[config.mk]
export PLATFORM = sky130hd
export DESIGN_NAME = imm_extend_pipe
export DESIGN_NICKNAME = d
export VERILOG_FILES = /design/src/rtl/imm_pkg.sv /design/src/rtl/imm_decode.sv /design/src/rtl/imm_extend_pipe.sv
export SDC_FILE = /design/constraint.sdc
export NUM_CORES = 1
export LEC_CHECK = 0
export BUFFER_PORTS_ARGS = -buffer_cell sky130_fd_sc_hd__buf_2
export CAP_MARGIN = 20
export CORE_MARGIN = 10
export CORE_UTILIZATION = 55
export CTS_CLUSTER_DIAMETER = 200
export DETAILED_ROUTE_END_ITERATION = 7
export GPL_TIMING_DRIVEN = 0
export MAX_ROUTING_LAYER = met4
export PLACE_DENSITY_LB_ADDON = 0.08
export SKIP_CTS_REPAIR_TIMING = 1
export SLEW_MARGIN = 20
export SYNTH_ARGS = -nofsm -noshare
export SYNTH_HDL_FRONTEND = slang
export SYNTH_HIERARCHICAL = 1
export SYNTH_SLANG_ARGS = --single-unit
[constraint.sdc]
create_clock -name clk -period 1.65 [get_ports clk]
set_input_delay 0.0825 -clock clk [delete_from_list [all_inputs] [get_ports clk]]
set_output_delay 0.0825 -clock clk [all_outputs]
set_load 0.05 [all_outputs]
[src/rtl/imm_pkg.sv]
// Shared constants for immediate extraction: format codes, RV32I opcodes, shift funct3.
// Latency: n/a (package only).
// Backpressure: n/a.
package imm_pkg;

    localparam logic [2:0] FMT_NONE = 3'd0;
    localparam logic [2:0] FMT_I    = 3'd1;
    localparam logic [2:0] FMT_S    = 3'd2;
    localparam logic [2:0] FMT_B    = 3'd3;
    localparam logic [2:0] FMT_U    = 3'd4;
    localparam logic [2:0] FMT_J    = 3'd5;
    localparam logic [2:0] FMT_SH   = 3'd6;
    localparam logic [2:0] FMT_Z    = 3'd7;

    localparam logic [6:0] OPC_LOAD   = 7'b0000011;
    localparam logic [6:0] OPC_OPIMM  = 7'b0010011;
    localparam logic [6:0] OPC_JALR   = 7'b1100111;
    localparam logic [6:0] OPC_STORE  = 7'b0100011;
    localparam logic [6:0] OPC_BRANCH = 7'b1100011;
    localparam logic [6:0] OPC_LUI    = 7'b0110111;
    localparam logic [6:0] OPC_AUIPC  = 7'b0010111;
    localparam logic [6:0] OPC_JAL    = 7'b1101111;
    localparam logic [6:0] OPC_SYSTEM = 7'b1110011;

    localparam logic [2:0] F3_SLLI = 3'b001;
    localparam logic [2:0] F3_SRXI = 3'b101;
    localparam logic [2:0] F3_PRIV = 3'b000;

endpackage

[src/rtl/imm_decode.sv]
// Decodes the immediate format from the opcode and extends the immediate to XLEN.
// Latency: combinational.
// Backpressure: none.
module imm_decode
    import imm_pkg::*;
#(
    parameter int XLEN = 32
) (
    input  logic [31:0]     instr,
    output logic [XLEN-1:0] imm,
    output logic [2:0]      fmt,
    output logic            illegal
);

    logic [2:0]  funct3;
    logic [31:0] imm32;

    assign funct3 = instr[14:12];

    always_comb begin
        fmt     = FMT_NONE;
        illegal = 1'b0;
        case (instr[6:0])
            OPC_LOAD, OPC_JALR: fmt = FMT_I;
            OPC_OPIMM:          fmt = (funct3 == F3_SLLI || funct3 == F3_SRXI) ? FMT_SH : FMT_I;
            OPC_STORE:          fmt = FMT_S;
            OPC_BRANCH:         fmt = FMT_B;
            OPC_LUI, OPC_AUIPC: fmt = FMT_U;
            OPC_JAL:            fmt = FMT_J;
            OPC_SYSTEM:         fmt = (funct3 == F3_PRIV) ? FMT_I : FMT_Z;
            default:            illegal = 1'b1;
        endcase
    end

    // Every format is built as a 32-bit value; zero-extended formats keep bit 31 clear,
    // so one sign-extension to XLEN covers all of them.
    always_comb begin
        imm32 = 32'd0;
        case (fmt)
            FMT_I:  imm32 = {{20{instr[31]}}, instr[31:20]};
            FMT_S:  imm32 = {{20{instr[31]}}, instr[31:25], instr[11:7]};
            FMT_B:  imm32 = {{19{instr[31]}}, instr[31], instr[7], instr[30:25], instr[11:8], 1'b0};
            FMT_U:  imm32 = {instr[31:12], 12'd0};
            FMT_J:  imm32 = {{11{instr[31]}}, instr[31], instr[19:12], instr[20], instr[30:21], 1'b0};
            FMT_SH: imm32 = (XLEN == 64) ? {26'd0, instr[25:20]} : {27'd0, instr[24:20]};
            FMT_Z:  imm32 = {27'd0, instr[19:15]};
            default: imm32 = 32'd0;
        endcase
        imm = XLEN'($signed(imm32));
    end

endmodule

[src/rtl/imm_extend_pipe.sv]
// Registered immediate extractor feeding the ALU operand mux through a two-entry skid stage.
// Latency: 1 cycle from accept to out_valid; 1 word/cycle while out_ready is high.
// Backpressure: absorbs two words with out_ready low; in_ready is registered and drops when full.
module imm_extend_pipe
    import imm_pkg::*;
#(
    parameter int XLEN = 32
) (
    input  logic            clk,
    input  logic            rst_n,
    input  logic            in_valid,
    output logic            in_ready,
    input  logic [31:0]     instr,
    output logic            out_valid,
    input  logic            out_ready,
    output logic [XLEN-1:0] imm,
    output logic [2:0]      fmt,
    output logic            illegal
);

    localparam logic [1:0] EMPTY = 2'd0;
    localparam logic [1:0] ONE   = 2'd1;
    localparam logic [1:0] FULL  = 2'd2;

    logic [1:0]      state, state_nxt;
    logic            accept, emit;
    logic            load_main, load_skid, pop_skid;
    logic [XLEN-1:0] dec_imm, skid_imm;
    logic [2:0]      dec_fmt, skid_fmt;
    logic            dec_ill, skid_ill;

    imm_decode #(.XLEN(XLEN)) u_decode (
        .instr   (instr),
        .imm     (dec_imm),
        .fmt     (dec_fmt),
        .illegal (dec_ill)
    );

    assign out_valid = (state != EMPTY);
    assign accept    = in_valid && in_ready;
    assign emit      = out_valid && out_ready;

    always_comb begin
        state_nxt = state;
        load_main = 1'b0;
        load_skid = 1'b0;
        pop_skid  = 1'b0;
        case (state)
            EMPTY: if (accept) begin
                state_nxt = ONE;
                load_main = 1'b1;
            end
            ONE: begin
                if (accept && emit) begin
                    load_main = 1'b1;
                end else if (accept) begin
                    state_nxt = FULL;
                    load_skid = 1'b1;
                end else if (emit) begin
                    state_nxt = EMPTY;
                end
            end
            FULL: if (emit) begin
                state_nxt = ONE;
                pop_skid  = 1'b1;
            end
            default: state_nxt = EMPTY;
        endcase
    end

    always_ff @(posedge clk or negedge rst_n) begin
        if (!rst_n) begin
            state    <= EMPTY;
            in_ready <= 1'b1;
            imm      <= '0;
            fmt      <= FMT_NONE;
            illegal  <= 1'b0;
            skid_imm <= '0;
            skid_fmt <= FMT_NONE;
            skid_ill <= 1'b0;
        end else begin
            state    <= state_nxt;
            // Looking ahead at the next state keeps in_ready off the out_ready path.
            in_ready <= (state_nxt != FULL);
            if (load_main) begin
                imm     <= dec_imm;
                fmt     <= dec_fmt;
                illegal <= dec_ill;
            end else if (pop_skid) begin
                imm     <= skid_imm;
                fmt     <= skid_fmt;
                illegal <= skid_ill;
            end
            if (load_skid) begin
                skid_imm <= dec_imm;
                skid_fmt <= dec_fmt;
                skid_ill <= dec_ill;
            end
        end
    end

endmodule

Word level (Yosys, flattened, before mapping)
Index checks and enable logic that the tools add are counted.
{ "classes": {"n_eq_ne": 21, "muxes": 24, "reduce_logical": 11} }
{ "ops": {"columns": ["op", "n"], "rows": [
  ["one-hot mux 32 bit (7 select lines)", 1],
  ["2-to-1 mux 32 bit", 2],
  ["equality test 7 bit, second input constant", 4],
  ["one-hot mux 3 bit (7 select lines)", 1],
  ["equality test 3 bit, second input constant", 5],
  ["equality test 7 x 5 -> 1 bit, second input constant", 2],
  ["equality test 7 x 6 -> 1 bit, second input constant", 2],
  ["2-to-1 mux 3 bit", 4],
  ["2-to-1 mux 2 bit", 5],
  ["2-to-1 mux 1 bit", 9],
  ["OR reduction 9 bit", 1],
  ["equality test 7 x 2 -> 1 bit, second input constant", 1],
  ["equality test 3 x 1 -> 1 bit, second input constant", 2],
  ["equality test 3 x 2 -> 1 bit, second input constant", 2],
  ["one-hot mux 2 bit (3 select lines)", 1],
  ["nonzero test 2 bit", 2],
  ["OR reduction 2 bit", 2],
  ["logical AND 1 bit", 3],
  ["zero test 3 bit", 1],
  ["equality test 2 x 1 -> 1 bit, second input constant", 1],
  ["equality test 2 bit, second input constant", 1],
  ["zero test 2 bit", 1],
  ["!= test 2 bit, second input constant", 1],
  ["one-hot mux 1 bit (2 select lines)", 1],
  ["logical OR 1 bit", 1]
]} }
{ "totals": {"regBits": 75, "in_bits": 36, "out_inout_bits": 38} }

Depth between registers and ports, before layout
Gate-level depths: netlist (run 1).
{ "logic_depth": {"depth_word": 7, "ltp_mapped": 8} }

Cells and area by module
The synthesis (run 1) kept the hierarchy.
{ "by_module_without_submodules": {"columns": ["module", "instances", "cells_per_inst", "area_per_inst_um2", "seq_area_each_um2"], "rows": [
  ["imm_extend_pipe", 1, 211, 3072.9, 1878.1],
  ["imm_decode", 1, 98, 588.1, 0.0]
]} }

Least setup slack after synthesis (run 1)
No wires, ideal clock.
{ "synth_path": {"path_type": "input to register", "startpoint": "input instr[6]", "endpoint": "register imm[0]", "setup_ns": 0.126, "t_arrival_ns": 1.767, "setup_slack_ns": -0.243, "stages": 7, "n_path_buf": 1, "path_cell_list": "buf_2 or3b_1 a21o_1 and2_4 a31o_1 a221o_1 a221o_1"} }
{ "synth_between": {"elab_chain_len": 6} }
{ "synth_lines": {"columns": ["element", "line", "source"], "rows": [
  ["from (decl)", "imm_extend_pipe.sv:13", "input logic [31:0] instr,"],
  ["equality test 7 x 6 -> 1 bit (tied with other cells)", "imm_decode.sv:23", "case (instr[6:0])"],
  ["OR reduction 2 bit (on tied branches)", null, null],
  ["one-hot mux 3 bit (7 select lines) (*)", "imm_decode.sv:23", null],
  ["equality test 3 bit (tied with other cells)", "imm_decode.sv:39", "case (fmt)"],
  ["one-hot mux 32 bit (7 select lines) (*)", "imm_decode.sv:39", null],
  ["via dec_imm[0]", "imm_extend_pipe.sv:28", "logic [XLEN-1:0] dec_imm, skid_imm;"],
  ["2-to-1 mux 32 bit (*)", "imm_extend_pipe.sv:85", "if (load_main) begin"],
  ["to (signal assigned)", "imm_extend_pipe.sv:86", "imm <= dec_imm;"],
  ["to (signal assigned)", "imm_extend_pipe.sv:90", "imm <= skid_imm;"],
  ["to (decl)", "imm_extend_pipe.sv:16", "output logic [XLEN-1:0] imm,"]
]} }
The timed path passes the listed nets; every way through them passes the cells marked *.
A chain may end at the register's enable or synchronous reset.

Worst setup path after layout (run 1)
{ "layout_path": {"startpoint": "input instr[2]", "endpoint": "register imm[0]"} }
Same word-level chain as after synthesis.

==> impl_metrics.ini, run 1 <==
[floorplan]
die_h_um = 101.6
rows = 29
io_pins = 74
die_area_um2 = 10320
start_util_pct = 57.00
core_um2 = 6422
die_w_um = 101.6

[sta]
slew_viol_final = 0
maxSlewHeadroom_pct = 60.22
worst_pin_slew_ns = 0.5967
fin_tns_setup_ns = -0.03235
fin_crit_ns = 1.682
hold_violations = 0
finClkSkew_ns = 0.009073
final-setup-viol-count = 1
fmax_mhz = 594.4
fin_crit_sh_pct = 102.0
rsz0062_at_grt = yes
finalWorstSetupSlack_ns = -0.03235

[final_layout]
multi_input_area_um2 = 1725
area_growth_pct = 27.44
fillers = 470
fin_util_pct = 72.65
layout.nets = 443
seqCellArea_um2 = 1879
drive_gt1_share_pct = 41.12
n_antenna_cell = 0
fin_cells = 488

[drt]
wl_per_cell_um = 19.86
drtIter0Drc = 283
drc = 0
vias = 2881
drtAntennaViolNets = 0
totalWireLength_um = 9692
vias_per_cell = 5.904
drt_first_pass_iters = 4

[yosys]
synth-edff-count = 0
yosysTopAreaCell = dfrtp_1
synthTopCellsByCount = dfrtp_1 (74), a221o_1 (37), and2_1 (32)
syn_nets = 345
synthTopCellsByArea = dfrtp_1 (51%), a221o_1 (10%), mux2_2 (9.2%)
yosys.area.top_type_share_pct = 50.58
ys_async_sr_fraction_pct = 100.0
synth.most_common_cell = dfrtp_1
ys_ff_latch = 75
yosysSeqAreaShare_pct = 51.30
ys_warn_count = 6
syn_inst = 309
synth_ff_type = dfrtp_1
avgSynthCellArea_um2 = 11.85
syn_area_um2 = 3661
synthDistinctLibCells = 47

[grt]
grt_pass1_wl_um = 14990
grt_use_total_pct = 19.20
grt_pass1_vias = 2895
grt_max_degree = 57
grt-ovfl-total = 0
antenna_found_initial = 0

[clock_tree]
numClockSinks = 75
clockBufferDepth = 2
cts_buffers = 9
cts_tree = yes
clock_tree.root_cell = clkbuf_8
clk_pin_slew_ns = 0.08
clk_latency_ns = 0.35
htreeDepth = 3

[critical_path]
r2r_setup_slack_ns = 0.05
critPathRequiredTime_ns = 1.88
cp-start-kind = input port
critical_path_class = in2reg
endpoint_kind = register
arrival_ns = 1.91
cp_max_fo = 5

[outcome]
status = finished, violations left
violations = setup timing

[worst_hold_path]
min_path_type = in2reg

[pwr]
p_seq_share_pct = 40.2
p_int_mw = 3.661
comb_power_share_pct = 30.7
ir_worst_vdd_mv = 0.9128
powerDensity_nw_per_um2 = 1178
pwr-share-clk_pct = 29.0
finalPower_mw = 5.499
p_sw_mw = 1.838
total_leakage_power_nw = 2.558
sw_frac_of_total_pct = 33.42

[placed_design]
dp_cells = 458
dpl.hpwl_um = 6865
post-place-ws_ns = -0.4046
finalWeightedCongestion = 0.8698
numPortBuffers = 71

[flow_run]
maxCapViolCount = 0
==> sequential cells by signal (all words and copies together), names as in the netlist <==
| register | cells |
|---|---|
| skid_fmt | 3 |
| fmt | 3 |
| state | 2 |
| skid_ill | 1 |
| illegal | 1 |
| in_ready | 1 |
| skid_imm | 32 |
| imm | 32 |
==> layout by cell type (no fill, tap or decap), types with 2 or more instances in the layout <==
master / n
dfrtp_1: 73
buf_2: 68
a221o_1: 37
and2_1: 32
mux2_2: 24
nand2_1: 21
buf_4: 17
a21o_1: 13
and2_0: 11
clkbuf_8: 11
buf_6: 10
nor2_1: 7
inv_1: 7
mux2_4: 6
mux2_1: 6
o21ai_0: 4
and3_1: 4
a22oi_1: 4
clkbuf_2: 3
buf_8: 3
nand3_1: 3
o21ai_1: 3
mux2i_1: 2
or2_2: 2
bufinv_16: 2
o311a_1: 2
==> metal layers <==
metal  global-route usage [%]  up-vias  share of wire [%]
met5                        -        -                  0
met4                    7.261        0                1.5
met3                    2.927       16                5.4
met2                    30.62       90                 49
met1                    24.09     1434                 44
li1                         -     1341                  -
==> worst max-delay path: stages <==
cell      delay (ns)
buf_8           0.10
and4bb_4        0.36
o211ai_1        0.21
and2_4          0.26
a31o_1          0.22
a221o_1         0.34
a221o_1         0.34
==> final timing paths <==
check | depth (start not counted) | start | end
worst max-delay path | 7 | instr[2] | imm[0]
worst min-delay path | 2 | out_ready | state[1]
worst max register to register | 5 | state[1] | imm[0]
worst min register to register | 1 | skid_imm[11] | skid_imm[11]
max in group asynchronous | 3 | rst_n | skid_fmt[0]
min in group asynchronous | 2 | rst_n | state[1]
==> area by class of cell <==
class	instances	share of cell area [%]
clock inverter	4	1.582
buffer	18	3.486
inverter	8	0.6436
tap	77	2.065
timing repair buffer	88	11.72
clock buffer	11	3.245
multi-input combinational	207	36.98
sequential	75	40.28
==> per-stage QoR <==
step	hold WS (ns)	instance area [um^2]
6_report	0.005598	4666
5_1_grt	0.02497	4666
4_1_cts	-0.3878	4407
3_5_place_dp	-0.009492	4182
3_3_place_gp	0.3449	4151
2_1_floorplan	-0.2131	3700
==> power by group through the flow <==
stage	Sequential, mW	Combinational (mW)	Clock [mW]
CTS	2.21	1.52	1.62
global route	2.24	1.78	1.68
detailed placement	2.24	1.51	0
finish	2.21	1.69	1.60
floorplan	2.56	0.749	0
global placement	2.23	1.48	0
==> cells by family after synthesis <==
| logic type | after synthesis | share of synthesized area, % |
|---|---|---|
| buf+inv | 27 | 3.725 |
| flops | 75 | 51.30 |
| simple gates | 94 | 15.11 |
| mux | 38 | 11.62 |
| compound gates | 75 | 18.25 |
Power figures use the tool's default switching activity.
==> inputs of run 2 (changes only) <==
--- a/config.mk
+++ b/config.mk
@@ -8,15 +8,15 @@
 export BUFFER_PORTS_ARGS = -buffer_cell sky130_fd_sc_hd__buf_2
 export CAP_MARGIN = 20
 export CORE_MARGIN = 10
-export CORE_UTILIZATION = 55
+export CORE_UTILIZATION = 54
 export CTS_CLUSTER_DIAMETER = 200
 export DETAILED_ROUTE_END_ITERATION = 7
+export GPL_ROUTABILITY_DRIVEN = 1
 export GPL_TIMING_DRIVEN = 0
 export MAX_ROUTING_LAYER = met4
-export PLACE_DENSITY_LB_ADDON = 0.08
+export PLACE_DENSITY = 0.79
 export SKIP_CTS_REPAIR_TIMING = 1
 export SLEW_MARGIN = 20
 export SYNTH_ARGS = -nofsm -noshare
 export SYNTH_HDL_FRONTEND = slang
-export SYNTH_HIERARCHICAL = 1
 export SYNTH_SLANG_ARGS = --single-unit
==> run 2 against run 1 <==
Compared with the run above:
- the run ends with hold timing, setup timing left
- hold slack got worse by 0.032 ns
- power grew 64%
- cell count increased by 19%
- synthesized area decreased by 4.0%
- synthesized cell count is 26% higher
- flip-flop and latch count unchanged
- critical path type is now reg2reg
- largest cell class unchanged
- largest power group is now combinational logic
==> impl_metrics.ini, run 2 <==
[outcome]
status = finished, violations left
violations = hold timing, setup timing

[sta]
fin_crit_sh_pct = 125.0
final-setup-viol-count = 63
worst_pin_slew_ns = 0.5896
finalWorstSetupSlack_ns = -0.4119
slew_viol_final = 0
fmax_mhz = 485.0
maxSlewHeadroom_pct = 60.48
rsz0062_at_grt = yes
whs_ns = -0.02645
finClkSkew_ns = 0.007223
fin_crit_ns = 2.062
hold_violations = 3

[floorplan]
io_pins = 74
core_um2 = 6350
die_h_um = 100.7
die_area_um2 = 10130
start_util_pct = 55.33
rows = 29
die_w_um = 100.7

[critical_path]
critPathRequiredTime_ns = 1.87
cp-start-kind = register
r2r_setup_slack_ns = -0.41
cp_max_fo = 5
arrival_ns = 2.28
endpoint_kind = register
critical_path_class = reg2reg

[clock_tree]
numClockSinks = 75
clock_tree.root_cell = clkbuf_8
clk_latency_ns = 0.35
htreeDepth = 3
clk_pin_slew_ns = 0.08
clockBufferDepth = 2
cts_buffers = 9
cts_tree = yes

[grt]
grt-ovfl-total = 0
grt_pass1_wl_um = 16100
grt_pass1_vias = 3231
met1_usage_pct = 27.18
gr-usage-met2_pct = 29.04
antenna_found_initial = 0
grt_use_total_pct = 20.13
use_met3_pct = 3.841
grt_max_degree = 57
top_usage_layer = met2

[final_layout]
n_antenna_cell = 0
final_common_cell = dfrtp_1
area_growth_pct = 39.67
fin_cells = 579
finish.instance_area_um2 = 4907
layout_common_cells = dfrtp_1 (73), buf_2 (70), nand2_1 (54)
seqCellArea_um2 = 1879
multi_input_area_um2 = 1861
drive_gt1_share_pct = 39.44
fillers = 380
top_regs = imm x32, skid_imm x32
layout.nets = 533

[placed_design]
dpl.hpwl_um = 7228
finalWeightedCongestion = 0.9387
numPortBuffers = 72
place_area_um2 = 4059
dp_cells = 538

[yosys]
yosys.area.top_type_share_pct = 52.71
synthMuxAreaShare_pct = 0.8547
syn_nets = 424
synth_top_family_by_area = simple AND/OR/NAND/NOR gates
synthTopCellsByArea = dfrtp_1 (53%), a21oi_1 (7.5%), nand2_1 (6.3%)
ys_async_sr_fraction_pct = 100.0
synth-edff-count = 0
avgSynthCellArea_um2 = 9.055
syn_area_um2 = 3513
synth_compound_area_share_pct = 20.33
yosysTopAreaCell = dfrtp_1
syn_inst = 388
synth.most_common_cell = dfrtp_1
synthTopCellsByCount = dfrtp_1 (74), nand2_1 (59), a21oi_1 (53)
yosysSeqAreaShare_pct = 53.45
synthDistinctLibCells = 38
synthAdderAreaFrac_pct = 0
synth_xor_area_share_pct = 0
synth_ff_type = dfrtp_1
synth-simple-area-share_pct = 22.47
ys_warn_count = 0
ys_ff_latch = 75

[pwr]
comb_power_share_pct = 49.8
sw_frac_of_total_pct = 46.29
pwr-share-clk_pct = 16.3
p_sw_mw = 4.163
p_int_mw = 4.830
p_seq_share_pct = 33.9
powerDensity_nw_per_um2 = 1833
ir_worst_vdd_mv = 1.323
total_leakage_power_nw = 2.238

[drt]
drtAntennaViolNets = 0
vias = 3599
wl_per_cell_um = 20.17
drt_first_pass_iters = 5
drtIter0Drc = 355
vias_per_cell = 6.216
drc = 0
totalWireLength_um = 11680

[flow_run]
maxCapViolCount = 0

[worst_hold_path]
min_path_type = in2reg
-- run 2: cell types whose count changed after synthesis, moves of 28 or more --
cell,previous run,this run
mux2_2,30,0
a221o_1,37,0
nand2_1,21,59
and2_1,32,0
or3_1,0,28
nor2_1,7,44
a21oi_1,1,53
o21ai_0,8,40
-- run 2: worst max-delay path: stages, from the launching register on --
cell	delay (ns)
dfstp_2	0.56
nand3b_1	0.21
a21oi_2	0.30
nor2_2	0.10
buf_6	0.16
buf_6	0.11
or3_1	0.35
o21ai_1	0.08
a21oi_1	0.06
-- run 2: kinds of logic (layout without fill, tap and decap cells) --
kind of cell | Yosys count | in the layout
AOI/OAI and AO/OA | 120 | 120
buffers and inverters | 23 | 137
DFF | 75 | 75
muxes | 3 | 3
and+or+nand+nor | 167 | 167
-- run 2: final timing paths --
kind                            from       to  cells past startpoint
min                        instr[29]   imm[9]                      3
min reg2reg                  illegal  illegal                      2
max reg2reg                 in_ready   imm[2]                      8
max in group asynchronous      rst_n  imm[17]                      3
min in group asynchronous      rst_n   imm[6]                      2
max                         in_ready   imm[2]                      8
-- run 2: power by group through the flow --
stage / sequential, mW / combinational (mW) / clock [mW]
after floorplan: 4.32 / 1.46 / 0
after global placement: 2.98 / 3.70 / 0
after detailed placement: 3.02 / 3.77 / 0
after CTS: 2.98 / 3.78 / 1.46
after global routing: 3.14 / 4.79 / 1.55
final: 3.05 / 4.48 / 1.46
-- run 2: cell type report --
| type | instances | share of cell area [%] |
|---|---|---|
| clock buffers | 11 | 2.881 |
| multi-input cells | 290 | 37.91 |
| flip-flops and latches | 75 | 38.30 |
| plain buffers | 21 | 3.417 |
| well taps | 77 | 1.963 |
| inverters | 2 | 0.1530 |
| clock inverters | 5 | 1.249 |
| repair buffers | 98 | 14.13 |
-- run 2: routing by layer --
metal	vias to the layer above	share of wire, %	wire length, um
li1	1585	-	-
met2	272	46	5423
met1	1705	39	4578
met4	0	3.3	390
met3	37	11	1289
met5	-	0	0
-- run 2: per-stage QoR --
step	total power [mW]	worst slack (ns)	utilization [%]	setup TNS (ns)
floorplan	5.773	-0.3318	-	-9.735
global placement	6.680	-0.5928	63.45	-27.13
detailed placement	6.786	-0.6455	63.92	-30.38
CTS	8.229	-0.4388	67.11	-14.73
global route	9.479	-0.5051	77.28	-19.76
finish	8.993	-0.4119	77.28	-13.47
